`src/rtl/tri_edge_sched_pkg.sv`:
```
// -----------------------------------------------------------------------------
// tri_edge_sched_pkg
// Shared types for the wireframe triangle scheduler: 2-D points, triangles,
// the scheduler state encoding and the index of the closing edge.
// Ports: none (package).
// -----------------------------------------------------------------------------
package tri_edge_sched_pkg;

    typedef struct packed {
        logic signed [15:0] x;
        logic signed [15:0] y;
    } Point2D;

    typedef struct packed {
        Point2D v0;
        Point2D v1;
        Point2D v2;
    } Tri2D;

    typedef enum logic [2:0] {
        S_IDLE,
        S_CULL,
        S_START,
        S_WAIT,
        S_NEXT,
        S_FINISH
    } SchedState;

    // Edge index of v2->v0, the edge that closes the triangle.
    localparam logic [1:0] EDGE_LAST = 2'd2;

    // Two points coincide only when both coordinates match.
    function automatic logic points_equal(input Point2D a, input Point2D b);
        return (a.x == b.x) && (a.y == b.y);
    endfunction

endpackage

```
`src/rtl/tri_edge_sched_area.sv`:
```
// -----------------------------------------------------------------------------
// tri_area_sign
// Combinational back-face test. Computes the signed doubled area
//   A = (x1-x0)*(y2-y0) - (y1-y0)*(x2-x0)
// with 17-bit differences and a 35-bit result, and flags the triangle for
// culling when A <= 0 (clockwise or degenerate).
// Only exists when BACKFACE_CULL_EN is defined; the default build has no
// multiplier at all.
// Ports:
//   tri_i   in   Tri2D  triangle vertices
//   cull_o  out  1      1 = triangle faces away or has zero area
// -----------------------------------------------------------------------------
`ifdef BACKFACE_CULL_EN
module tri_area_sign
    import tri_edge_sched_pkg::*;
(
    input  Tri2D tri_i,
    output logic cull_o
);

    logic signed [16:0] dx1;
    logic signed [16:0] dy1;
    logic signed [16:0] dx2;
    logic signed [16:0] dy2;
    logic signed [33:0] prod_a;
    logic signed [33:0] prod_b;
    logic signed [34:0] area;

    // Differences are one bit wider than the coordinates so they cannot
    // overflow; each product fits 34 bits and the difference of two products
    // fits 35 bits.
    always_comb begin
        dx1    = {tri_i.v1.x[15], tri_i.v1.x} - {tri_i.v0.x[15], tri_i.v0.x};
        dy1    = {tri_i.v1.y[15], tri_i.v1.y} - {tri_i.v0.y[15], tri_i.v0.y};
        dx2    = {tri_i.v2.x[15], tri_i.v2.x} - {tri_i.v0.x[15], tri_i.v0.x};
        dy2    = {tri_i.v2.y[15], tri_i.v2.y} - {tri_i.v0.y[15], tri_i.v0.y};
        prod_a = 34'(dx1) * 34'(dy2);
        prod_b = 34'(dy1) * 34'(dx2);
        area   = {prod_a[33], prod_a} - {prod_b[33], prod_b};
        cull_o = area[34] | (area == '0);
    end

endmodule
`endif

```
`src/rtl/tri_edge_sched.sv`:
```
// -----------------------------------------------------------------------------
// tri_edge_sched
// Wireframe triangle scheduler in front of a Bresenham line engine. Accepts
// one triangle per valid/ready handshake, runs edges v0->v1, v1->v2, v2->v0
// through the engine with its start/done protocol and forwards the plotted
// pixels to the framebuffer writer, emitting each shared vertex only once.
//
// Optional feature: define BACKFACE_CULL_EN to drop triangles whose signed
// area is <= 0 during the CULL cycle (uses tri_area_sign).
//
// Parameters:
//   COLOR_W         width of the pass-through colour
//   TIMEOUT_CYCLES  WAIT cycles allowed per edge before the triangle aborts
// Ports:
//   clk, n_rst          clock (rising edge), async active-low reset
//   tri_valid/ready     triangle handshake; tri_in vertices, color_in colour
//   line_start          one-cycle start pulse to the engine
//   line_p / line_q     current edge endpoints, stable from start to done
//   line_plot/point     engine pixel strobe and coordinate
//   line_done           engine finished the current edge
//   pix_valid/point     registered pixel write, one cycle after line_plot
//   pix_color           colour latched at accept
//   tri_done            one-cycle pulse when a triangle finishes or is dropped
//   timeout_err         sticky watchdog flag, cleared by the next accept
//   pix_count           pixels emitted for the current/last triangle (sat.)
// -----------------------------------------------------------------------------
module tri_edge_sched
    import tri_edge_sched_pkg::*;
#(
    parameter int COLOR_W        = 8,
    parameter int TIMEOUT_CYCLES = 262143
)
(
    input  logic               clk,
    input  logic               n_rst,
    input  logic               tri_valid,
    output logic               tri_ready,
    input  Tri2D               tri_in,
    input  logic [COLOR_W-1:0] color_in,
    output logic               line_start,
    output Point2D             line_p,
    output Point2D             line_q,
    input  logic               line_plot,
    input  Point2D             line_point,
    input  logic               line_done,
    output logic               pix_valid,
    output Point2D             pix_point,
    output logic [COLOR_W-1:0] pix_color,
    output logic               tri_done,
    output logic               timeout_err,
    output logic [15:0]        pix_count
);

    localparam int WD_W = $clog2(TIMEOUT_CYCLES + 1);
    localparam logic [WD_W-1:0] WD_LAST = WD_W'(TIMEOUT_CYCLES - 1);

    SchedState          state_q, state_d;
    Tri2D               tri_q, tri_d;
    logic [COLOR_W-1:0] color_q, color_d;
    logic [1:0]         edge_q, edge_d;
    logic               first_q, first_d;
    logic [WD_W-1:0]    wdog_q, wdog_d;
    logic               timeout_q, timeout_d;
    logic               pix_valid_q, pix_valid_d;
    Point2D             pix_point_q, pix_point_d;
    logic [15:0]        pix_count_q, pix_count_d;
    logic               clear_count;

`ifdef BACKFACE_CULL_EN
    logic cull_back;

    tri_area_sign u_area (
        .tri_i  (tri_q),
        .cull_o (cull_back)
    );
`endif

    // Edge endpoints are a pure function of the latched triangle and the edge
    // index, so they stay put for the whole START/WAIT window of an edge.
    always_comb begin
        line_p = tri_q.v2;
        line_q = tri_q.v0;
        case (edge_q)
            2'd0: begin
                line_p = tri_q.v0;
                line_q = tri_q.v1;
            end
            2'd1: begin
                line_p = tri_q.v1;
                line_q = tri_q.v2;
            end
            default: begin
                line_p = tri_q.v2;
                line_q = tri_q.v0;
            end
        endcase
    end

    // Scheduler FSM: next state, per-triangle bookkeeping and the handshake
    // strobes. The watchdog restarts at every START; a done arriving in the
    // same cycle as the timeout is treated as a normal completion.
    always_comb begin
        state_d     = state_q;
        tri_d       = tri_q;
        color_d     = color_q;
        edge_d      = edge_q;
        first_d     = first_q;
        wdog_d      = wdog_q;
        timeout_d   = timeout_q;
        tri_ready   = 1'b0;
        line_start  = 1'b0;
        tri_done    = 1'b0;
        clear_count = 1'b0;
        case (state_q)
            S_IDLE: begin
                tri_ready = 1'b1;
                if (tri_valid) begin
                    tri_d       = tri_in;
                    color_d     = color_in;
                    timeout_d   = 1'b0;
                    edge_d      = 2'd0;
                    clear_count = 1'b1;
                    state_d     = S_CULL;
                end
            end
            S_CULL: begin
`ifdef BACKFACE_CULL_EN
                state_d = cull_back ? S_FINISH : S_START;
`else
                state_d = S_START;
`endif
            end
            S_START: begin
                line_start = 1'b1;
                first_d    = 1'b1;
                wdog_d     = '0;
                state_d    = S_WAIT;
            end
            S_WAIT: begin
                if (line_plot) begin
                    first_d = 1'b0;
                end
                if (line_done) begin
                    state_d = S_NEXT;
                end else if (wdog_q == WD_LAST) begin
                    timeout_d = 1'b1;
                    state_d   = S_FINISH;
                end else begin
                    wdog_d = wdog_q + WD_W'(1);
                end
            end
            S_NEXT: begin
                if (edge_q == EDGE_LAST) begin
                    state_d = S_FINISH;
                end else begin
                    edge_d  = edge_q + 2'd1;
                    state_d = S_START;
                end
            end
            S_FINISH: begin
                tri_done = 1'b1;
                state_d  = S_IDLE;
            end
            default: begin
                state_d = S_IDLE;
            end
        endcase
    end

    // Pixel filter. The first pixel of edges 1 and 2 is the vertex already
    // drawn by the previous edge; on the closing edge any pixel landing on v0
    // was drawn by edge 0. Matching v0 by value (not position) keeps the
    // dedup exact for degenerate triangles where v2 == v0.
    always_comb begin
        pix_valid_d = (state_q == S_WAIT) && line_plot
                      && !((edge_q != 2'd0) && first_q)
                      && !((edge_q == EDGE_LAST) && points_equal(line_point, tri_q.v0));
        pix_point_d = pix_valid_d ? line_point : pix_point_q;
        pix_count_d = pix_count_q;
        if (clear_count) begin
            pix_count_d = '0;
        end else if (pix_valid_d && (pix_count_q != 16'hFFFF)) begin
            pix_count_d = pix_count_q + 16'd1;
        end
    end

    // State and datapath registers; reset returns straight to IDLE with all
    // outputs cleared, abandoning any triangle in flight.
    always_ff @(posedge clk or negedge n_rst) begin
        if (!n_rst) begin
            state_q     <= S_IDLE;
            tri_q       <= '0;
            color_q     <= '0;
            edge_q      <= '0;
            first_q     <= 1'b0;
            wdog_q      <= '0;
            timeout_q   <= 1'b0;
            pix_valid_q <= 1'b0;
            pix_point_q <= '0;
            pix_count_q <= '0;
        end else begin
            state_q     <= state_d;
            tri_q       <= tri_d;
            color_q     <= color_d;
            edge_q      <= edge_d;
            first_q     <= first_d;
            wdog_q      <= wdog_d;
            timeout_q   <= timeout_d;
            pix_valid_q <= pix_valid_d;
            pix_point_q <= pix_point_d;
            pix_count_q <= pix_count_d;
        end
    end

    assign pix_valid   = pix_valid_q;
    assign pix_point   = pix_point_q;
    assign pix_color   = color_q;
    assign timeout_err = timeout_q;
    assign pix_count   = pix_count_q;

endmodule

```
`config.mk`:
```
export PLATFORM = sky130hd
export DESIGN_NAME = tri_edge_sched
export DESIGN_NICKNAME = d
export VERILOG_FILES = /design/src/rtl/tri_edge_sched_pkg.sv /design/src/rtl/tri_edge_sched_area.sv /design/src/rtl/tri_edge_sched.sv
export SDC_FILE = /design/constraint.sdc
export NUM_CORES = 1
export LEC_CHECK = 0
export BUFFER_PORTS_ARGS = -buffer_cell sky130_fd_sc_hd__buf_2
export CAP_MARGIN = 25
export CORE_ASPECT_RATIO = 1.5
export CORE_UTILIZATION = 40
export CTS_CLUSTER_SIZE = 16
export DETAILED_ROUTE_END_ITERATION = 6
export PLACE_DENSITY = 0.68
export REMOVE_ABC_BUFFERS = 1
export SLEW_MARGIN = 20
export SYNTH_ARGS = -nofsm -noshare
export SYNTH_HDL_FRONTEND = slang
export SYNTH_SLANG_ARGS = --single-unit
```
`constraint.sdc`:
```
create_clock -name clk -period 4.6 [get_ports clk]
set_input_delay 0.23 -clock clk [delete_from_list [all_inputs] [get_ports clk]]
set_output_delay 0.23 -clock clk [all_outputs]
set_load 0.01 [all_outputs]
```
==> impl_metrics.csv, run 1 <==
group,metric,value,unit
yosys,async_flop_share,100,%
floorplan,die_h,184,um
critical_path,rr_startpoint,"tri_q[89]",
clock_tree,clk_path_buf_depth,2,
place,dpl-instance-area,10400,um^2
critical_path,cp-start-kind,"flip-flop",
floorplan,num_rows,66,
sta,maxSlewHeadroom,37.3,%
clock_tree,cts_resized,0,
yosys,yosysSeqAreaShare,50.5,%
critical_path,crit_buf_inv,1,
sta,hold_viol_final,0,
layout,register_area,4450,um^2
clock_tree,cts_root_buffer,"clkbuf_16",
sta,tightestPinTransition,0.937,ns
grt,track_usage,24.2,%
outcome,status,"finished clean",
layout,fillers,1956,
sta,setup-tns-final,0,ns
power_and_ir_drop,total_power,7.85,mW
clock_tree,cts_setup_buffers,0,
grt,grt_pass1_vias,8639,
place,port_buffers,265,
yosys,ys_seq_elements,178,
yosys,syn_area_per_cell,8.57,um^2
yosys,synth-edff-count,0,
place,gp_congestion,0.805,
min_path,min_from,"tri_in[64]",
clock_tree,h-tree-depth,4,
route,dr.pass1.iters,5,
sta,min_period_over_period,63.9,%
layout,final_cells,1656,
floorplan,initial_core_util,40.8,%
route,vias,8569,
layout,area_growth,35.9,%
critical_path,worst-path-max-fanout,33,
power_and_ir_drop,irDropWorstVdd,0.518,mV
critical_path,slowest_stage,"nand2_2",
grt,grt_pass1_wl,42300,um
route,drc,0,
critical_path,crit_start,"tri_q[89]",
critical_path,critPathKind,"flip-flop to flip-flop",
place,placedCellCount,1519,
floorplan,die_w,123,um
floorplan,boundaryPins,266,
route,drt_iter0_markers,467,
yosys,synthCells,1030,
critical_path,cp-end-kind,"flip-flop",
layout,mostFrequentLayoutCells,"464 x nand2_1, 264 x buf_2, 178 x dfrtp_1",
min_path,min_path_type,"primary input to flip-flop",
critical_path,required,4.92,ns
grt,antenna_found_initial,2,
floorplan,coreArea,21600,um^2
yosys,synthesis.area,8820,um^2
clock_tree,path_clk_slew,0.07,ns
critical_path,path_cells,"xnor2_1 -> nand4_1 -> nor4_1 -> nand3_1 -> buf_4 -> nand2_2 -> mux2_2",
power_and_ir_drop,pwr_density_cell,654,nW/um^2
clock_tree,cts.sinks,178,
layout,fin_area,12000,um^2
sta,fmax,0.340,GHz
sta,clock_skew,0.00982,ns
sta,fin_crit,2.94,ns
layout,multi_input_area,4070,um^2
route,vias_per_cell,5.17,
yosys,synth.yosys.warnings,0,
layout,layout_commonest_cell,"nand2_1",
yosys,synth_ff_type,"dfrtp_1",
grt,grt.overflow.total,0,
route,wl_per_cell,16.0,um
clock_tree,cts_tree,"yes",
critical_path,max_stage_delay,0.70,ns
route,ant_nets,0,
floorplan,dieArea,22700,um^2
sta,slew_viol_final,0,
sta,rsz0062_at_grt,"no",
layout,finalNetCount,1515,
flow_run,drv_cap,0,
route,totalWireLength,26500,um
clock_tree,cts_made_buffers,17,
yosys,synth_cell_types,49,
place,dpl.hpwl,17100,um
layout,drive_gt1_share,25.3,%
power_and_ir_drop,power.leakage,6.12,nW
critical_path,path_delay_family,"simple AND/OR/NAND/NOR gates",
grt,grt_max_degree,91,
clock_tree,insertion_delay,0.44,ns
sta,setup_viol,0,
critical_path,cp.arrival,3.25,ns
-- worst paths after layout --
kind                            endpoint  slack [ns]  depth (start not counted)
min                            tri_q[64]        0.02                          3
max reg2reg                pix_point[12]        1.66                          7
min in group asynchronous      tri_q[39]        0.41                          2
max                        pix_point[12]        1.66                          7
min reg2reg                 pix_color[5]        0.48                          2
max in group asynchronous      tri_q[28]        3.17                          3
-- per-stage QoR --
step / utilization (%) / worst slack (ns) / hold slack [ns]
after global placement: 47.8 / 1.59 / 0.366
after CTS: 55.4 / 1.57 / 0.00455
final: 55.4 / 1.66 / 0.0168
after global routing: 55.4 / 1.37 / 0.0113
after floorplan: - / 0.750 / -0.0656
after detailed placement: 47.9 / 1.58 / 0.369
-- what timing repair did --
action	4_1_cts	5_1_grt
hold buffers	102	0
setup endpoints to repair	0	0
endpoints found under the hold margin	190	0
-- cells in the mapped netlist, types with 6 or more instances --
| cell type | n | share of area (%) |
|---|---|---|
| xor2_1 | 6 | 0.60 |
| buf_2 | 9 | 0.51 |
| o211ai_1 | 8 | 0.68 |
| nor3_1 | 16 | 0.91 |
| dfrtp_1 | 178 | 50 |
| o21ai_0 | 18 | 1.0 |
| xnor2_1 | 43 | 4.3 |
| nor2_1 | 28 | 1.2 |
| clkbuf_1 | 40 | 1.7 |
| nand2_1 | 465 | 20 |
| ha_1 | 6 | 0.85 |
| nand4_1 | 19 | 1.3 |
| mux2_2 | 32 | 4.1 |
| inv_1 | 19 | 0.81 |
| nand3_1 | 13 | 0.74 |
| a22oi_1 | 64 | 5.4 |
-- worst reg2reg max path, delay by kind of cell (launching register included) --
family,cells,cell delay (ns)
simple gates,4,1.55
mux,1,0.43
xor+xnor,1,0.19
buf+inv,1,0.22
flops,1,0.42
-- routing by layer --
layer	wire [um]	global-route usage, %	part of all wire [%]
met2	13600	40.8	51
met3	1350	5.77	5.1
met5	0	0	0
met4	1220	14.0	4.6
met1	10300	27.4	39
-- logic make-up (layout without fill, tap and decap cells) --
family          Yosys count  after routing  synth area share (%)
mux                      33             33                  4.20
flops                   178            178                  50.5
other cells               0              3                     0
compound gates          109            109                  8.86
simple gates            579            579                  27.0
fa+ha+maj                 6              6                 0.851
xor+xnor                 49             49                  4.86
buf+inv                  76            427                  3.71
-- final cells by class --
| type | instances | share of cell area [%] |
|---|---|---|
| flip-flops and latches | 178 | 37.1 |
| multi-input cells | 776 | 33.9 |
| repair buffers | 376 | 20.4 |
| clock buffers | 25 | 4.05 |
| well taps | 272 | 2.84 |
| clock inverters | 7 | 1.02 |
| inverters | 19 | 0.595 |
| diodes | 3 | 0.0626 |
-- registers in the layout (all words and copies together), names as in the netlist --
| register | count |
|---|---|
| first_q | 1 |
| timeout_err | 1 |
| pix_point | 32 |
| state_q | 3 |
| wdog_q | 18 |
| tri_q | 96 |
| pix_color | 8 |
| pix_valid | 1 |
| pix_count | 16 |
| edge_q | 2 |
-- power by group --
group	internal, mW	leakage, nW	total (mW)	switching, mW
registers	2.20	2.25	2.74	0.541
logic	1.46	3.58	3.60	2.14
clock network	0.902	0.288	1.51	0.607
(Power assumes the default switching activity.)
==> run 2, diff against run 1 <==
--- a/config.mk
+++ b/config.mk
@@ -11,7 +11,7 @@
 export CORE_UTILIZATION = 40
 export CTS_CLUSTER_SIZE = 16
 export DETAILED_ROUTE_END_ITERATION = 6
-export PLACE_DENSITY = 0.68
+export PLACE_DENSITY = 0.7
 export REMOVE_ABC_BUFFERS = 1
 export SLEW_MARGIN = 20
 export SYNTH_ARGS = -nofsm -noshare
==> constraint.sdc (replaced) <==
create_clock -name clk -period 2.4 [get_ports clk]
set_input_delay 0.12 -clock clk [delete_from_list [all_inputs] [get_ports clk]]
set_output_delay 0.12 -clock clk [all_outputs]
set_load 0.01 [all_outputs]
==> run 2 against run 1 <==
Count of clock-buffer cells in the layout fell by 7. Register-to-register slack got worse by 1.5 ns. Total power rose by 96%. Critical path depth did not move. Final area rose by 4.9%. Setup slack got worse by 1.5 ns. Routed wire length rose by 4.9%. Non-clock buffer count rose by 55. Global-route usage rose by 1.2 points. Clock skew rose by 0.0041 ns. Largest cell class unchanged. Largest power group unchanged.
==> impl_metrics.csv, run 2 (synthesis gave the netlist of run 1 again) <==
group,metric,value,unit
outcome,status,"finished clean",
clock_tree,cts_made_buffers,17,
place,gp_congestion,0.883,
grt,grt_pass1_wl,44200,um
route,wl_per_cell,16.3,um
floorplan,num_rows,66,
grt,track_usage,25.4,%
sta,maxSlewHeadroom,60.5,%
power_and_ir_drop,power.leakage,6.40,nW
layout,final_cells,1709,
floorplan,coreArea,21600,um^2
critical_path,rr_worst_depth,8,
place,place_ws,0.00750,ns
min_path,min_from,"line_plot",
place,port_buffers,265,
layout,area_growth,42.5,%
layout,fillers,1822,
layout,multi_input_area,4080,um^2
min_path,min_path_type,"primary input to flip-flop",
route,dr.pass1.iters,5,
layout,register_area,4450,um^2
clock_tree,insertion_delay,0.44,ns
critical_path,worst-path-max-fanout,38,
place,dpl-instance-area,10600,um^2
clock_tree,cts.sinks,178,
power_and_ir_drop,p_sw_share,42.0,%
sta,setup-tns-final,0,ns
grt,antenna_found_initial,1,
flow_run,drv_cap,0,
layout,regMostFlops,"tri_q",
power_and_ir_drop,switchingPower,6.46,mW
sta,holdWs,0.0318,ns
critical_path,required,2.28,ns
critical_path,rr_startpoint,"tri_q[81]",
critical_path,cp.arrival,2.12,ns
floorplan,die_w,123,um
floorplan,boundaryPins,266,
sta,rsz0062_at_grt,"no",
floorplan,initial_core_util,40.8,%
route,drt_iter0_markers,549,
power_and_ir_drop,pwr-share-seq,34.1,%
critical_path,cp-start-kind,"flip-flop",
clock_tree,h-tree-depth,4,
grt,grt_pass1_vias,9077,
power_and_ir_drop,irDropWorstVdd,0.763,mV
sta,clock_skew,0.0139,ns
layout,fin_area,12600,um^2
floorplan,die_h,184,um
clock_tree,cts_tree,"yes",
layout,mostFrequentLayoutCells,"464 x nand2_1, 264 x buf_2, 178 x dfrtp_1",
layout,largest_reg_flops,96,
route,ant_nets,0,
power_and_ir_drop,p_comb_share,46.9,%
sta,slew_viol_final,0,
critical_path,rr_endpoint,"pix_point[12]",
sta,tightestPinTransition,0.592,ns
min_path,holdPathEnd,"first_q",
layout,finalNetCount,1570,
sta,min_period_over_period,93.5,%
sta,fmax,0.446,GHz
route,drc,0,
critical_path,regToRegSetupSlack,0.18,ns
critical_path,critPathKind,"flip-flop to primary output",
sta,setup_viol,0,
clock_tree,cts_root_buffer,"clkbuf_16",
clock_tree,cts_setup_buffers,0,
sta,hold_viol_final,0,
route,vias_per_cell,5.28,
min_path,min_path_cells,3,
sta,fin_crit,2.24,ns
clock_tree,clk_path_buf_depth,2,
power_and_ir_drop,power_frac_clock,19.0,%
layout,layout_commonest_cell,"nand2_1",
grt,grt.overflow.total,0,
sta,fin_ws,0.156,ns
place,dpl.hpwl,18100,um
power_and_ir_drop,p_int,8.90,mW
grt,grt_max_degree,65,
layout,drive_gt1_share,26.3,%
place,placedCellCount,1539,
critical_path,cp-end-kind,"primary output",
route,totalWireLength,27800,um
power_and_ir_drop,pwr_density_cell,1220,nW/um^2
clock_tree,path_clk_slew,0.07,ns
floorplan,dieArea,22700,um^2
route,vias,9028,
## run 2: critical path: stages, from the launching register on
cell and delay, ns:
dfrtp_1 0.40, inv_1 0.12, ha_2 0.20, buf_6 0.26, buf_8 0.30, a22oi_1 0.15
nand2_1 0.11, buf_2 0.14
## run 2: repair_timing
item | 4_1_cts | 5_1_grt
hold buffers | 137 | 0
endpoints found under the hold margin | 190 | 0
cloned | 0 | 0
gates resized for setup | 2 | 4
endpoints found under the setup margin | 44 | 39
## run 2: worst max path at each step
stage | from | endpoint | slack (ns) | cells after the start
after global routing | edge_q[0] | line_q[24] | 0.01 | 7
final | edge_q[0] | line_q[30] | 0.16 | 7
after floorplan | edge_q[0] | line_p[0] | -1.34 | 5
after CTS | edge_q[0] | line_q[21] | 0.01 | 8
after detailed placement | tri_q[74] | pix_point[12] | 0.007 | 8
after global placement | tri_q[74] | pix_point[30] | 0.04 | 8
## run 2: metal layers
layer / track usage, % / wire [um] / share of wire, % / vias to the layer above
met5: 0 / 0 / 0 / -
met4: 17.3 / 1620 / 5.8 / 0
met3: 5.46 / 1590 / 5.7 / 121
met2: 42.4 / 14300 / 52 / 411
met1: 28.5 / 10200 / 37 / 4308
li1: - / - / - / 4188
## run 2: area by class of cell
cell class | instances | share of cell area (%)
multi-input cells | 776 | 32.4
clock buffers | 18 | 3.49
well taps | 272 | 2.71
repair buffers | 431 | 23.9
flip-flops and latches | 178 | 35.4
inverters | 19 | 0.567
diodes | 1 | 0.0199
clock inverters | 14 | 1.44
## run 2: power groups by stage
| stage | combinational [mW] | clock, mW | sequential (mW) |
|---|---|---|---|
| floorplan | 3.93 | 0 | 5.22 |
| global placement | 6.80 | 0 | 5.18 |
| detailed placement | 6.92 | 0 | 5.24 |
| CTS | 7.14 | 2.98 | 5.19 |
| global route | 7.95 | 3.10 | 5.40 |
| finish | 7.21 | 2.92 | 5.23 |
## run 2: stage by stage
step                power, mW  utilization (%)
floorplan                9.15                -
global placement         12.0             48.8
detailed placement       12.2             48.8
CTS                      15.3             58.0
global route             16.4             58.1
finish                   15.4             58.1
